[src/rtl/tag_array_loader.sv]
// tag_array_loader
//   Warm-up loader sitting between the cache and its tag SRAM (tag_array_ext).
//   While idle (or after a finished load) the cache drives the SRAM port
//   directly. A start pulse takes over the port, writes one full row per set
//   from the in_* stream (sets 0..SETS-1), and optionally reads every set back
//   to compare an XOR checksum of written vs. read rows.
//
// Ports
//   clock, reset          rising-edge clock, synchronous active-high reset
//   start, verify_en      start pulse; verify_en captured with it
//   in_valid/ready/data   warmup row stream, one row per set
//   c_*                   cache-side SRAM request / response
//   RW0_*                 SRAM port towards tag_array_ext (read data 1 cycle late)
//   busy, done, mismatch  loader status; done/mismatch held until next start

module tag_array_loader #(
    parameter int SETS      = 64,
    parameter int WAYS      = 4,
    parameter int TAG_BITS  = 22,
    parameter int ADDR_BITS = $clog2(SETS)
) (
    input  logic                     clock,
    input  logic                     reset,
    input  logic                     start,
    input  logic                     verify_en,
    input  logic                     in_valid,
    output logic                     in_ready,
    input  logic [WAYS*TAG_BITS-1:0] in_data,
    input  logic                     c_en,
    input  logic                     c_wmode,
    input  logic [ADDR_BITS-1:0]     c_addr,
    input  logic [WAYS*TAG_BITS-1:0] c_wdata,
    input  logic [WAYS-1:0]          c_wmask,
    output logic                     c_ready,
    output logic [WAYS*TAG_BITS-1:0] c_rdata,
    output logic                     RW0_en,
    output logic                     RW0_wmode,
    output logic [ADDR_BITS-1:0]     RW0_addr,
    output logic [WAYS*TAG_BITS-1:0] RW0_wdata,
    output logic [WAYS-1:0]          RW0_wmask,
    input  logic [WAYS*TAG_BITS-1:0] RW0_rdata,
    output logic                     busy,
    output logic                     done,
    output logic                     mismatch
);

    localparam int ROW_BITS = WAYS * TAG_BITS;
    localparam logic [ADDR_BITS-1:0] LAST_SET = ADDR_BITS'(SETS - 1);

    typedef enum logic [2:0] {
        IDLE,
        LOAD,
        VERIFY,
        DRAIN,
        CMP,
        DONE
    } state_t;

    state_t                state;
    logic [ADDR_BITS-1:0]  set_cnt;
    logic [ROW_BITS-1:0]   wr_acc;
    logic [ROW_BITS-1:0]   rd_acc;
    logic                  verify_q;
    logic                  rd_valid;   // a read was issued last cycle, RW0_rdata is live
    logic                  cache_owns;

    assign cache_owns = (state == IDLE) || (state == DONE);
    assign c_ready    = cache_owns;
    assign busy       = !cache_owns;
    assign in_ready   = (state == LOAD);
    assign c_rdata    = RW0_rdata;

    // SRAM port mux: cache pass-through when idle, loader traffic otherwise.
    always_comb begin
        RW0_en    = 1'b0;
        RW0_wmode = 1'b0;
        RW0_addr  = '0;
        RW0_wdata = '0;
        RW0_wmask = '0;
        case (state)
            IDLE, DONE: begin
                RW0_en    = c_en;
                RW0_wmode = c_wmode;
                RW0_addr  = c_addr;
                RW0_wdata = c_wdata;
                RW0_wmask = c_wmask;
            end
            LOAD: begin
                RW0_en    = in_valid;
                RW0_wmode = 1'b1;
                RW0_addr  = set_cnt;
                RW0_wdata = in_data;
                RW0_wmask = '1;
            end
            VERIFY: begin
                RW0_en    = 1'b1;
                RW0_addr  = set_cnt;
            end
            default: ;
        endcase
    end

    always_ff @(posedge clock) begin
        if (reset) begin
            state    <= IDLE;
            set_cnt  <= '0;
            wr_acc   <= '0;
            rd_acc   <= '0;
            verify_q <= 1'b0;
            rd_valid <= 1'b0;
            done     <= 1'b0;
            mismatch <= 1'b0;
        end else begin
            rd_valid <= (state == VERIFY);
            // Readback data lands one cycle after its address; the final
            // read is folded in during DRAIN.
            if (rd_valid)
                rd_acc <= rd_acc ^ RW0_rdata;

            case (state)
                IDLE, DONE: begin
                    if (start) begin
                        verify_q <= verify_en;
                        done     <= 1'b0;
                        mismatch <= 1'b0;
                        set_cnt  <= '0;
                        wr_acc   <= '0;
                        rd_acc   <= '0;
                        state    <= LOAD;
                    end
                end
                LOAD: begin
                    if (in_valid) begin
                        wr_acc <= wr_acc ^ in_data;
                        // Last set wins over the increment so the counter never wraps.
                        if (set_cnt == LAST_SET) begin
                            set_cnt <= '0;
                            if (verify_q) begin
                                state <= VERIFY;
                            end else begin
                                done     <= 1'b1;
                                mismatch <= 1'b0;
                                state    <= DONE;
                            end
                        end else begin
                            set_cnt <= set_cnt + 1'b1;
                        end
                    end
                end
                VERIFY: begin
                    if (set_cnt == LAST_SET) begin
                        set_cnt <= '0;
                        state   <= DRAIN;
                    end else begin
                        set_cnt <= set_cnt + 1'b1;
                    end
                end
                DRAIN: state <= CMP;
                CMP: begin
                    mismatch <= (wr_acc != rd_acc);
                    done     <= 1'b1;
                    state    <= DONE;
                end
                default: state <= IDLE;
            endcase
        end
    end

endmodule

[config.mk]
export PLATFORM = sky130hd
export DESIGN_NAME = tag_array_loader
export DESIGN_NICKNAME = d
export VERILOG_FILES = /design/src/rtl/tag_array_loader.sv
export SDC_FILE = /design/constraint.sdc
export NUM_CORES = 1
export LEC_CHECK = 0
export CORE_MARGIN = 2
export CORE_UTILIZATION = 30
export CTS_CLUSTER_DIAMETER = 60
export DETAILED_ROUTE_END_ITERATION = 7
export PLACE_DENSITY = 0.64
export SYNTH_ARGS = -nofsm -noshare
export SYNTH_HDL_FRONTEND = slang
export SYNTH_SLANG_ARGS = --single-unit
export TNS_END_PERCENT = 5
[constraint.sdc]
create_clock -name clock -period 2 [get_ports clock]
set_input_delay 0.4 -clock clock [delete_from_list [all_inputs] [get_ports clock]]
set_output_delay 0.4 -clock clock [all_outputs]
set_load 0.1 [all_outputs]
==> Yosys cells after proc, flatten, opt, wreduce, memory -nomap -nowiden <==
Index checks and enable logic that the tools add are counted.
{ "op_classes": {"n_addsub": 1, "eq_ne": 12, "muxes": 30, "bitwise": 2, "reduce_logical": 13} }
{ "ops": {"columns": ["operator", "n"], "rows": [
  ["88-bit two-way mux", 5],
  ["88-bit one-hot mux with 2 select lines", 2],
  ["88-bit XOR", 2],
  ["88-bit inequality test", 1],
  ["6-bit two-way mux", 3],
  ["6-bit one-hot mux with 3 select lines", 1],
  ["3-bit two-way mux", 5],
  ["3-bit one-hot mux with 5 select lines", 1],
  ["6-bit one-hot mux with 2 select lines", 1],
  ["1-bit one-hot mux with 3 select lines", 3],
  ["4-bit one-hot mux with 2 select lines", 1],
  ["1-bit two-way mux", 7],
  ["6-bit by 1-bit adder with 6-bit output (second input constant)", 1],
  ["3-bit by 2-bit equality test with 1-bit output (second input constant)", 2],
  ["3-bit equality test (second input constant)", 2],
  ["6-bit equality test (second input constant)", 1],
  ["2-bit inequality test (second input constant)", 3],
  ["3-bit AND reduction", 2],
  ["3-bit nonzero test", 2],
  ["5-bit AND reduction", 1],
  ["2-bit by 1-bit inequality test with 1-bit output (second input constant)", 2],
  ["4-bit AND reduction", 1],
  ["2-bit OR reduction", 2],
  ["3-bit by 1-bit equality test with 1-bit output (second input constant)", 1],
  ["other kinds (6)", 6]
]} }
{ "word_totals": {"reg_bits": 189, "in_bits": 281, "output_inout_bits": 193, "word_cells": 66} }

==> Longest topological paths before layout <==
Gate-level depths: netlist (run 1).
{ "depth": {"ltp_word": 4, "mapped_depth": 10, "depth_no_buf": 6} }

==> Worst setup path after synthesis (run 1) <==
OpenSTA, ideal clock, no wires.
{ "synth_path": {"path_kind": "reg-to-output", "start": "reg state[1]", "end": "out RW0_wdata[0]", "t_arrival_ns": 2.997, "required_ns": 1.600, "setup_slack_ns": -1.397, "path_stages_with_launch": 7, "path_buffers": 3, "path_cell_list": "dfxtp_1 buf_2 nand2b_1 clkbuf_1 nor2_1 clkbuf_1 a22o_1"} }
{ "synth_via": {"elab_cells_between_ends": 5, "classes_between": "eq/ne (2); mux (1); reduce/logical (2)"} }
{ "synth_rtl": {"columns": ["item", "line", "source"], "rows": [
  ["start, declared", "59", "state_t state;"],
  ["start signal, assigned", "105", "state <= IDLE;"],
  ["start signal, assigned", "129", "state <= LOAD;"],
  ["start signal, assigned", "139", "state <= VERIFY;"],
  ["3-bit by 1-bit equality test with 1-bit output", null, null],
  ["named net in_ready", "27", "output logic in_ready,"],
  ["88-bit one-hot mux with 2 select lines", "80", "case (state)"],
  ["end, declared", "39", "output logic [WAYS*TAG_BITS-1:0] RW0_wdata,"]
]} }
The timed path passes the listed nets, and every way through them passes these cells.

==> Worst setup path in the final report (run 1) <==
{ "layout_path": {"start": "reg state[2]", "end": "out RW0_wdata[67]"} }
{ "layout_via": {"elab_chain_cells": 3, "elab_cells_between_ends": 5, "classes_between": "eq/ne (2); mux (1); reduce/logical (2)"} }
{ "layout_rtl": {"columns": ["item", "line"], "rows": [
  ["3-bit equality test or 3-bit logical NOT (tied branches)", "80"],
  ["2-bit OR reduction", "80"],
  ["88-bit one-hot mux with 2 select lines *", "80"]
]} }
Every way passes the cells marked *; elsewhere a longest branch is shown, timed or not.

==> summary.txt, run 1 <==
Status -> finished with violations
Failing checks -> setup timing
IO Pins -> 474
Hold WS -> 0.483 ns
Post-Syn Area -> 10400 um2
Ys async rst share -> 0%
P&R area growth vs syn -> 80.5%
Post-DP HPWL -> 30500 um
Met1 wire length -> 16400 um
Gpl congestion -> 0.791
Total clock sinks -> 189
DRT Pass-1 Iters -> 5
Final Slew Violations -> 0
P_sw -> 10.2 mW
Leading area contributor after synthesis -> dfxtp_1
Flops & latches, synth -> 189
Required @ worst endpoint -> 1.60 ns
Wire per inst -> 19.5 um
Die ar. -> 36100 um2
Mux cell area share after synthesis -> 0.386%
ANT cells -> 0
Yosys Warn Count -> 0
Top FF cell, synth -> dfxtp_1
Worst skew pair latency -> 0.43 ns
Worst setup EP type -> output pin
Final Hold Fails -> 0
Syn_nets -> 1472
Rel. slew slack -> 55.2%
WL final -> 39800 um
Htree depth -> 4
Min cycle time layout -> 2.33 ns
Simple-gate share of the synthesized area -> 19.8%
Register share of total power -> 19.9%
Final WS setup -> -0.331 ns
Highest Signal Layer -> met4
Cell Pwr Density -> 1150 nW/um2
Period utilization -> 117%
Residual DRC -> 0
Rows -> 68
Largest cells by area after synthesis -> dfxtp_1 (36%), xor2_1 (22%), a22o_1 (7.9%), buf_4 (7.5%), nor2_1 (7.1%)
Max clock buf depth -> 2
Crit-path max cell delay -> 0.33 ns
Post-synth EDFFs -> 0
CP max FO -> 6
XOR/XNOR share of the synthesized area -> 22.6%
Final setup fails -> 103
Worst VDD drop -> 0.784 mV
Worst path slowest cell -> dfxtp_2
Nets@finish -> 1861
Syn_area_per_cell -> 8.72 um2
Initial antenna violation count -> 0
Synth Area in Adders -> 0.121%
Root Buffer Master -> clkbuf_16
CP Class -> flop to output pin
Most frequent cells in the layout -> clkdlybuf4s50_1 (280), xor2_1 (259), buf_12 (204)
Cell Chain, Critical Path -> or2_4, a21oi_4, buf_6, clkbuf_16, buf_8, a22o_4, buf_12
Power Internal -> 11.2 mW
Post-synthesis compound-gate area fraction -> 10.4%
Vias per cell -> 4.72
Sw Ratio -> 47.7%
Post-CTS Hold Buffers -> 0
Vias in the first global route -> 9884
Inst Count DP -> 2003
Pleak -> 7.97 nW
Congestion Overflow GR -> 0
MaxCap Viol Count -> 0
Initial DRC Count -> 510
Tightest Pin Transition -> 0.663 ns
TritonCTS clock tree -> done
Die height -> 190 um
Hold Crit Class -> flop to flop
Share of cells above drive strength 1 -> 25.5%
Final Skew -> 0.0102 ns
Finished Layout Cells -> 2046
Port buffer count -> 473
Commonest non-fill, non-tap cell in the layout -> clkdlybuf4s50_1
Clock Pin Slew Worst Setup and Hold Paths -> 0.07 ns
Combinational family with the most area after synthesis -> XOR/XNOR gates
Clock share of power -> 15.8%
Sequential area share after synthesis -> 36.5%
Starting Density -> 30.3%
Vias -> 9657
Comb pwr share -> 64.3%
Post-synth top area share -> 36.5%
Total core area -> 34300 um2
Largest net degree at the start of global routing -> 52
Synth Instances -> 1190
WL met3 -> 2850 um
Final ANT Viol Nets -> 0
GR Util All Layers -> 20.7%
RSZ-0062 raised after global routing -> true
Met2 Routed Length -> 20100 um
Die W -> 190 um
Max Clock Freq -> 429 MHz
CP startpoint kind -> flop
CTS buffer count -> 17
First-pass GRT wire length -> 57300 um
Synth unique cells -> 45
CP arrival -> 1.93 ns
-- logic make-up (layout without fill, tap and decap cells) --
kind of cell	Yosys count	in the layout
AND/OR/NAND/NOR	429	429
AO/OA/AOI/OAI	129	129
XOR/XNOR	268	268
multiplexers	4	4
flip-flops	189	189
adder cells (fa/ha/maj)	1	1
buffers and inverters	170	571
-- final timing paths --
check,from,end,slack (ns),depth (start not counted)
hold / removal,done,done,0.48,2
setup / recovery,state[2],RW0_wdata[67],-0.33,7
setup reg to reg,state[2],rd_acc[25],0.07,9
hold reg to reg,done,done,0.48,2
-- cell usage after synthesis (all sizes together), types with 3 or more instances --
| master | number |
|---|---|
| nor2 | 195 |
| a21boi | 3 |
| nand2 | 99 |
| nand3b | 88 |
| a22o | 94 |
| nand4 | 9 |
| nor3 | 4 |
| o21ai | 6 |
| nor4 | 20 |
| clkbuf | 34 |
| nand2b | 4 |
| a21oi | 10 |
| o22ai | 3 |
| mux2i | 4 |
| dfxtp | 189 |
| buf | 132 |
| xor2 | 259 |
| xnor2 | 9 |
| nand3 | 3 |
| inv | 4 |
-- stage by stage --
stage / power [mW] / utilization (%) / TNS [ns] / area [um2] / worst slack, ns
2_1_floorplan: 12.6 / - / -19.03 / 10900 / -0.235
3_3_place_gp: 17.5 / 51.5 / 0 / 17700 / 0.0331
3_5_place_dp: 17.5 / 51.5 / -0.0368 / 17700 / -0.0209
4_1_cts: 21.0 / 53.5 / -31.21 / 18300 / -0.359
5_1_grt: 22.2 / 54.6 / -36.18 / 18700 / -0.392
6_report: 21.5 / 54.6 / -29.27 / 18700 / -0.331
-- state kept, by name, summed over array words and instances, names as in the netlist --
name      flops
rd_valid      1
done          1
set_cnt       6
wr_acc       88
rd_acc       88
mismatch      1
verify_q      1
state         3
-- per-layer routing --
layer | global-route usage [%] | vias up
li1 | - | 4635
met1 | 25.7 | 4583
met2 | 36.2 | 410
met3 | 5.02 | 29
met4 | 4.26 | 0
met5 | 0 | -
-- worst max-delay path: cells and delay by family (launching register included) --
kind,cells,cell delay (ns)
AO/OA/AOI/OAI,2,0.32
buffers and inverters,4,0.59
AND/OR/NAND/NOR,1,0.26
flip-flops,1,0.33
-- layout make-up --
type,instances,area (um2)
clock buffer,19,464
clock inverter,12,121
fill,2951,15600
inverter,4,22.5
multi-input combinational,831,6280
sequential,189,3790
tap,455,569
timing repair buffer,536,7470
-- power by group through the flow --
stage	Clock, mW	Combinational (mW)	Sequential, mW
after CTS	3.46	13.3	4.28
after floorplan	0	8.23	4.37
after global routing	3.63	14.3	4.31
after global placement	0	13.1	4.35
final	3.39	13.8	4.28
after detailed placement	0	13.2	4.36
-- repair_timing --
item                       in CTS  in global routing
gates resized for setup        10                 36
setup endpoints to repair     103                104
buffers inserted                3                  2
cloned                          0                  7
pin swaps                       7                  5
(Power assumes the default switching activity.)
==> run 2, diff against run 1 <==
- CAP_MARGIN: default -> 20
- GPL_TIMING_DRIVEN: default -> 0
- PLACE_DENSITY: 0.64 -> 0.61
- clock period: 2 -> 2.89 ns (I/O delays scaled with it)
==> summary.txt, run 2 (same netlist as run 1, synthesis figures left out) <==
Status -> complete, no violations
Pleak -> 7.21 nW
Final Core Density -> 47.2%
Worst setup EP type -> output pin
Die W -> 190 um
Worst VDD drop -> 0.620 mV
Residual DRC -> 0
Reg2reg start -> rd_valid
DP Worst Slack -> -1.31 ns
Final Hold Fails -> 0
Starting Density -> 30.3%
Final setup fails -> 0
IO Pins -> 474
Tightest Pin Transition -> 1.00 ns
Die height -> 190 um
CP dominant cell by count -> clkdlybuf4s15_2
Min cycle time layout -> 2.89 ns
Gpl congestion -> 0.815
Worst skew pair latency -> 0.44 ns
First-pass GRT wire length -> 63700 um
Post-Route Setup TNS -> 0 ns
Hold_sp -> done
Clock Pin Slew Worst Setup and Hold Paths -> 0.07 ns
Nets@finish -> 1965
Rows -> 68
Share of cells above drive strength 1 -> 22.2%
Crit-path max cell delay -> 0.47 ns
Final WS setup -> 0.00341 ns
CP Class -> flop to output pin
Post-DP HPWL -> 35500 um
Total core area -> 34300 um2
Die ar. -> 36100 um2
Cell Chain, Critical Path -> or2_4, a21oi_4, clkdlybuf4s15_2, inv_1, clkdlybuf4s15_2
CP Buf/Inv Count -> 3
Total clock sinks -> 189
Most frequent cells in the layout -> clkdlybuf4s50_1 (285), xor2_1 (259), buf_4 (248)
Largest net degree at the start of global routing -> 20
Root Buffer Master -> clkbuf_16
RSZ-0062 raised after global routing -> true
Vias in the first global route -> 10100
Max Clock Freq -> 346 MHz
Initial DRC Count -> 444
MaxCap Viol Count -> 0
Hold WS -> 0.477 ns
Hold depth -> 2
CTS buffer count -> 17
Wire per inst -> 20.8 um
Biggest regs -> rd_acc: 88 flops, wr_acc: 88 flops, set_cnt: 6 flops
DRT Pass-1 Iters -> 4
Final Skew -> 0.0158 ns
Initial antenna violation count -> 3
Final Slew Violations -> 0
Cell Pwr Density -> 812 nW/um2
Finished Layout Cells -> 2152
Crit-path leading delay family -> buffers and inverters
FF-to-FF setup slack -> 0.37 ns
Inst Count DP -> 2118
Htree depth -> 4
Worst path slowest cell -> clkdlybuf4s15_2
Period utilization -> 99.9%
Worst R2R End -> rd_acc[70]
CP arrival -> 2.31 ns
GR Util All Layers -> 24.1%
Congestion Overflow GR -> 0
P&R area growth vs syn -> 56.2%
Rel. slew slack -> 33.1%
CP max FO -> 10
Commonest non-fill, non-tap cell in the layout -> clkdlybuf4s50_1
R2R cell count -> 6
Final ANT Viol Nets -> 0
Hold Crit Class -> flop to flop
Max clock buf depth -> 2
WHS Endpoint -> done
Required @ worst endpoint -> 2.31 ns
Vias per cell -> 4.66
TritonCTS clock tree -> done
Port buffer count -> 472
CP startpoint kind -> flop
WL final -> 44800 um
Vias -> 10000
==> run 2: changes by cell type in the layout (fill, tap and decap cells not counted), moves of 12 or more <==
cell and change:
clkbuf_1 +21, a22o_4 -71, buf_4 +214, buf_6 +24
buf_12 -198, a22o_2 -22, buf_2 +22, clkbuf_4 +12
a22o_1 +93
==> run 2: worst max-delay path by stage <==
stage | from | end | slack (ns) | cells past startpoint
after floorplan | state[1] | RW0_wdata[0] | -0.18 | 6
after global placement | state[1] | RW0_wdata[42] | -1.40 | 7
after detailed placement | state[1] | RW0_wdata[69] | -1.31 | 7
after CTS | state[1] | RW0_addr[0] | -0.10 | 5
after global routing | state[0] | busy | -0.06 | 5
final | state[0] | busy | 0.003 | 5
==> run 2: cell type report <==
class	count	area (um2)
timing repair buffer	478	4520
clock buffer	18	439
tap	455	569
clock inverter	14	171
sequential	189	3790
multi-input combinational	831	5570
inverter	4	15.0
antenna	1	2.50
buffer	162	1120
fill	3418	18100
==> run 2: through the flow <==
step                total power [mW]  area (um2)
finish                          13.2       16200
global route                    13.6       16200
CTS                             13.1       16200
detailed placement              10.5       15700
global placement                10.5       15700
floorplan                       8.32       10400
==> run 2: timing repair <==
action                                  CTS  global route
hold buffers                              0             0
endpoints found under the setup margin  162           112
cloned                                    2             0
gates resized for setup                 712            75
pin swaps                                 2             2
buffers inserted                          3             0
==> run 2: worst min-delay path, delay by kind of cell, from the launching register on <==
family,cells,cell delay (ns)
flip-flops,1,0.33
AND/OR/NAND/NOR,1,0.07
AO/OA/AOI/OAI,1,0.04
==> run 2: per-layer routing <==
layer	part of all wire, %	track usage (%)	vias up
met3	6.8	5.83	53
met1	42	29.5	4705
met5	0.036	0	-
li1	-	-	4859
met4	2.4	6.68	2
met2	49	42.2	412
==> run 2: report_power, final <==
part | switching [mW] | leakage (nW) | internal (mW)
combinational | 5.58 | 5.39 | 2.16
sequential | 0.164 | 1.53 | 2.80
clock | 1.19 | 0.292 | 1.27
==> run 3, diff against run 2 <==
- CORE_AREA: default -> 2 2 185 187
- CORE_MARGIN: 2 -> default
- CORE_UTILIZATION: 30 -> default
- DIE_AREA: default -> 0 0 187 189
- PLACE_DENSITY: 0.61 -> 0.63
==> summary.txt, run 3 (same netlist as run 1, synthesis figures left out) <==
FF-to-FF setup slack -> 0.40 ns
Final Hold Fails -> 0
Final ANT Viol Nets -> 0
Residual DRC -> 0
Hold Crit Class -> flop to flop
Final Slew Violations -> 0
Port buffer count -> 472
Max clock buf depth -> 2
Die height -> 189 um
MaxCap Viol Count -> 0
Final setup fails -> 2
CTS buffer count -> 17
WL final -> 45100 um
DRT Pass-1 Iters -> 5
Area after DPL -> 15700 um2
Commonest non-fill, non-tap cell in the layout -> clkdlybuf4s50_1
Die W -> 187 um
Gpl congestion -> 0.878
P&R area growth vs syn -> 68.1%
Min cycle time layout -> 2.91 ns
Finished Cell Area -> 17400 um2
Total clock sinks -> 189
Worst skew pair latency -> 0.43 ns
Final WS setup -> -0.0186 ns
Rel. slew slack -> 33.1%
ANT cells -> 0
CP arrival -> 2.33 ns
Initial antenna violation count -> 1
Post-DP HPWL -> 35500 um
Failing checks -> setup timing
Most frequent cells in the layout -> clkdlybuf4s50_1 (287), xor2_1 (259), nor2_1 (194)
Largest net degree at the start of global routing -> 19
Final Skew -> 0.0104 ns
Root Buffer Master -> clkbuf_16
GR Util All Layers -> 24.5%
Vias in the first global route -> 10500
Period utilization -> 101%
Vias -> 10000
Total core area -> 33300 um2
Worst VDD drop -> 0.655 mV
RSZ-0062 raised after global routing -> true
First-pass GRT wire length -> 64900 um
Max Clock Freq -> 344 MHz
Initial DRC Count -> 450
Worst setup EP type -> output pin
TritonCTS clock tree -> done
Htree depth -> 4
Wire per inst -> 21.1 um
CP Class -> flop to output pin
CP max FO -> 10
Share of cells above drive strength 1 -> 24.3%
Finished Layout Cells -> 2143
Die ar. -> 35300 um2
Vias per cell -> 4.69
IO Pins -> 474
Biggest regs -> rd_acc: 88 flops, wr_acc: 88 flops, set_cnt: 6 flops
Hold WS -> 0.486 ns
Total Power -> 14.3 mW
Required @ worst endpoint -> 2.31 ns
Inst Count DP -> 2110
Cell Pwr Density -> 818 nW/um2
Status -> finished with violations
Pleak -> 7.65 nW
CP startpoint kind -> flop
Clock Pin Slew Worst Setup and Hold Paths -> 0.07 ns
Starting Density -> 31.2%
Tightest Pin Transition -> 1.00 ns
Nets@finish -> 1964
Rows -> 67
Congestion Overflow GR -> 0
run 3: cell count changes in the layout (fill, tap and decap cells not counted), sizes merged:
| cell | previous run | this run |
|---|---|---|
| buf | 315 | 309 |
| bufbuf | 1 | 0 |
| clkbuf | 54 | 62 |
| clkdlybuf4s15 | 3 | 0 |
| clkdlybuf4s50 | 285 | 287 |
| diode | 1 | 0 |
| inv | 11 | 10 |
run 3: layer usage:
layer	GRT usage, %	vias up	part of all wire, %
li1	-	4841	-
met1	29.7	4769	42
met2	44.8	385	51
met3	4.30	44	5.5
met4	6.07	2	2.1
met5	0	-	0.024
run 3: report_power, final:
group / switching [mW] / total, mW / internal [mW]
Combinational: 5.80 / 8.89 / 3.09
Sequential: 0.165 / 2.96 / 2.80
Clock: 1.14 / 2.42 / 1.28
run 3: metrics by stage:
stage               TNS [ns]  setup slack (ns)  util, %
CTS                    -3.86            -0.228     49.7
global route           -2.75            -0.100     52.4
floorplan              -1.84            -0.177        -
finish               -0.0204           -0.0186     52.4
global placement     -112.28             -1.52     47.1
detailed placement   -112.32             -1.51     47.1
run 3: path summary, 6_finish.rpt:
check,start,to,depth (start not counted)
setup / recovery,state[2],RW0_wdata[13],8
hold / removal,done,done,2
setup reg to reg,rd_valid,rd_acc[67],6
hold reg to reg,done,done,2
run 3: timing repair:
action	CTS	global route
pin swaps	2	10
endpoints found under the setup margin	156	130
hold buffers	0	0
gates resized for setup	790	261
setup buffers	2	0
run 3: critical path, stage by stage, from the launching register on:
cell and delay, ns:
dfxtp_1 0.30, buf_2 0.18, or2_1 0.24, buf_2 0.18
a21oi_4 0.21, buf_12 0.16, clkbuf_8 0.20, a22o_1 0.22
buf_12 0.19
run 3: layout make-up:
cell class | count | area, um2
clock buffers | 19 | 453
inverters | 4 | 15.0
flip-flops and latches | 189 | 3780
clock inverters | 13 | 150
plain buffers | 165 | 1190
fillers | 3124 | 15800
well taps | 448 | 561
multi-input cells | 831 | 5940
repair buffers | 474 | 5350
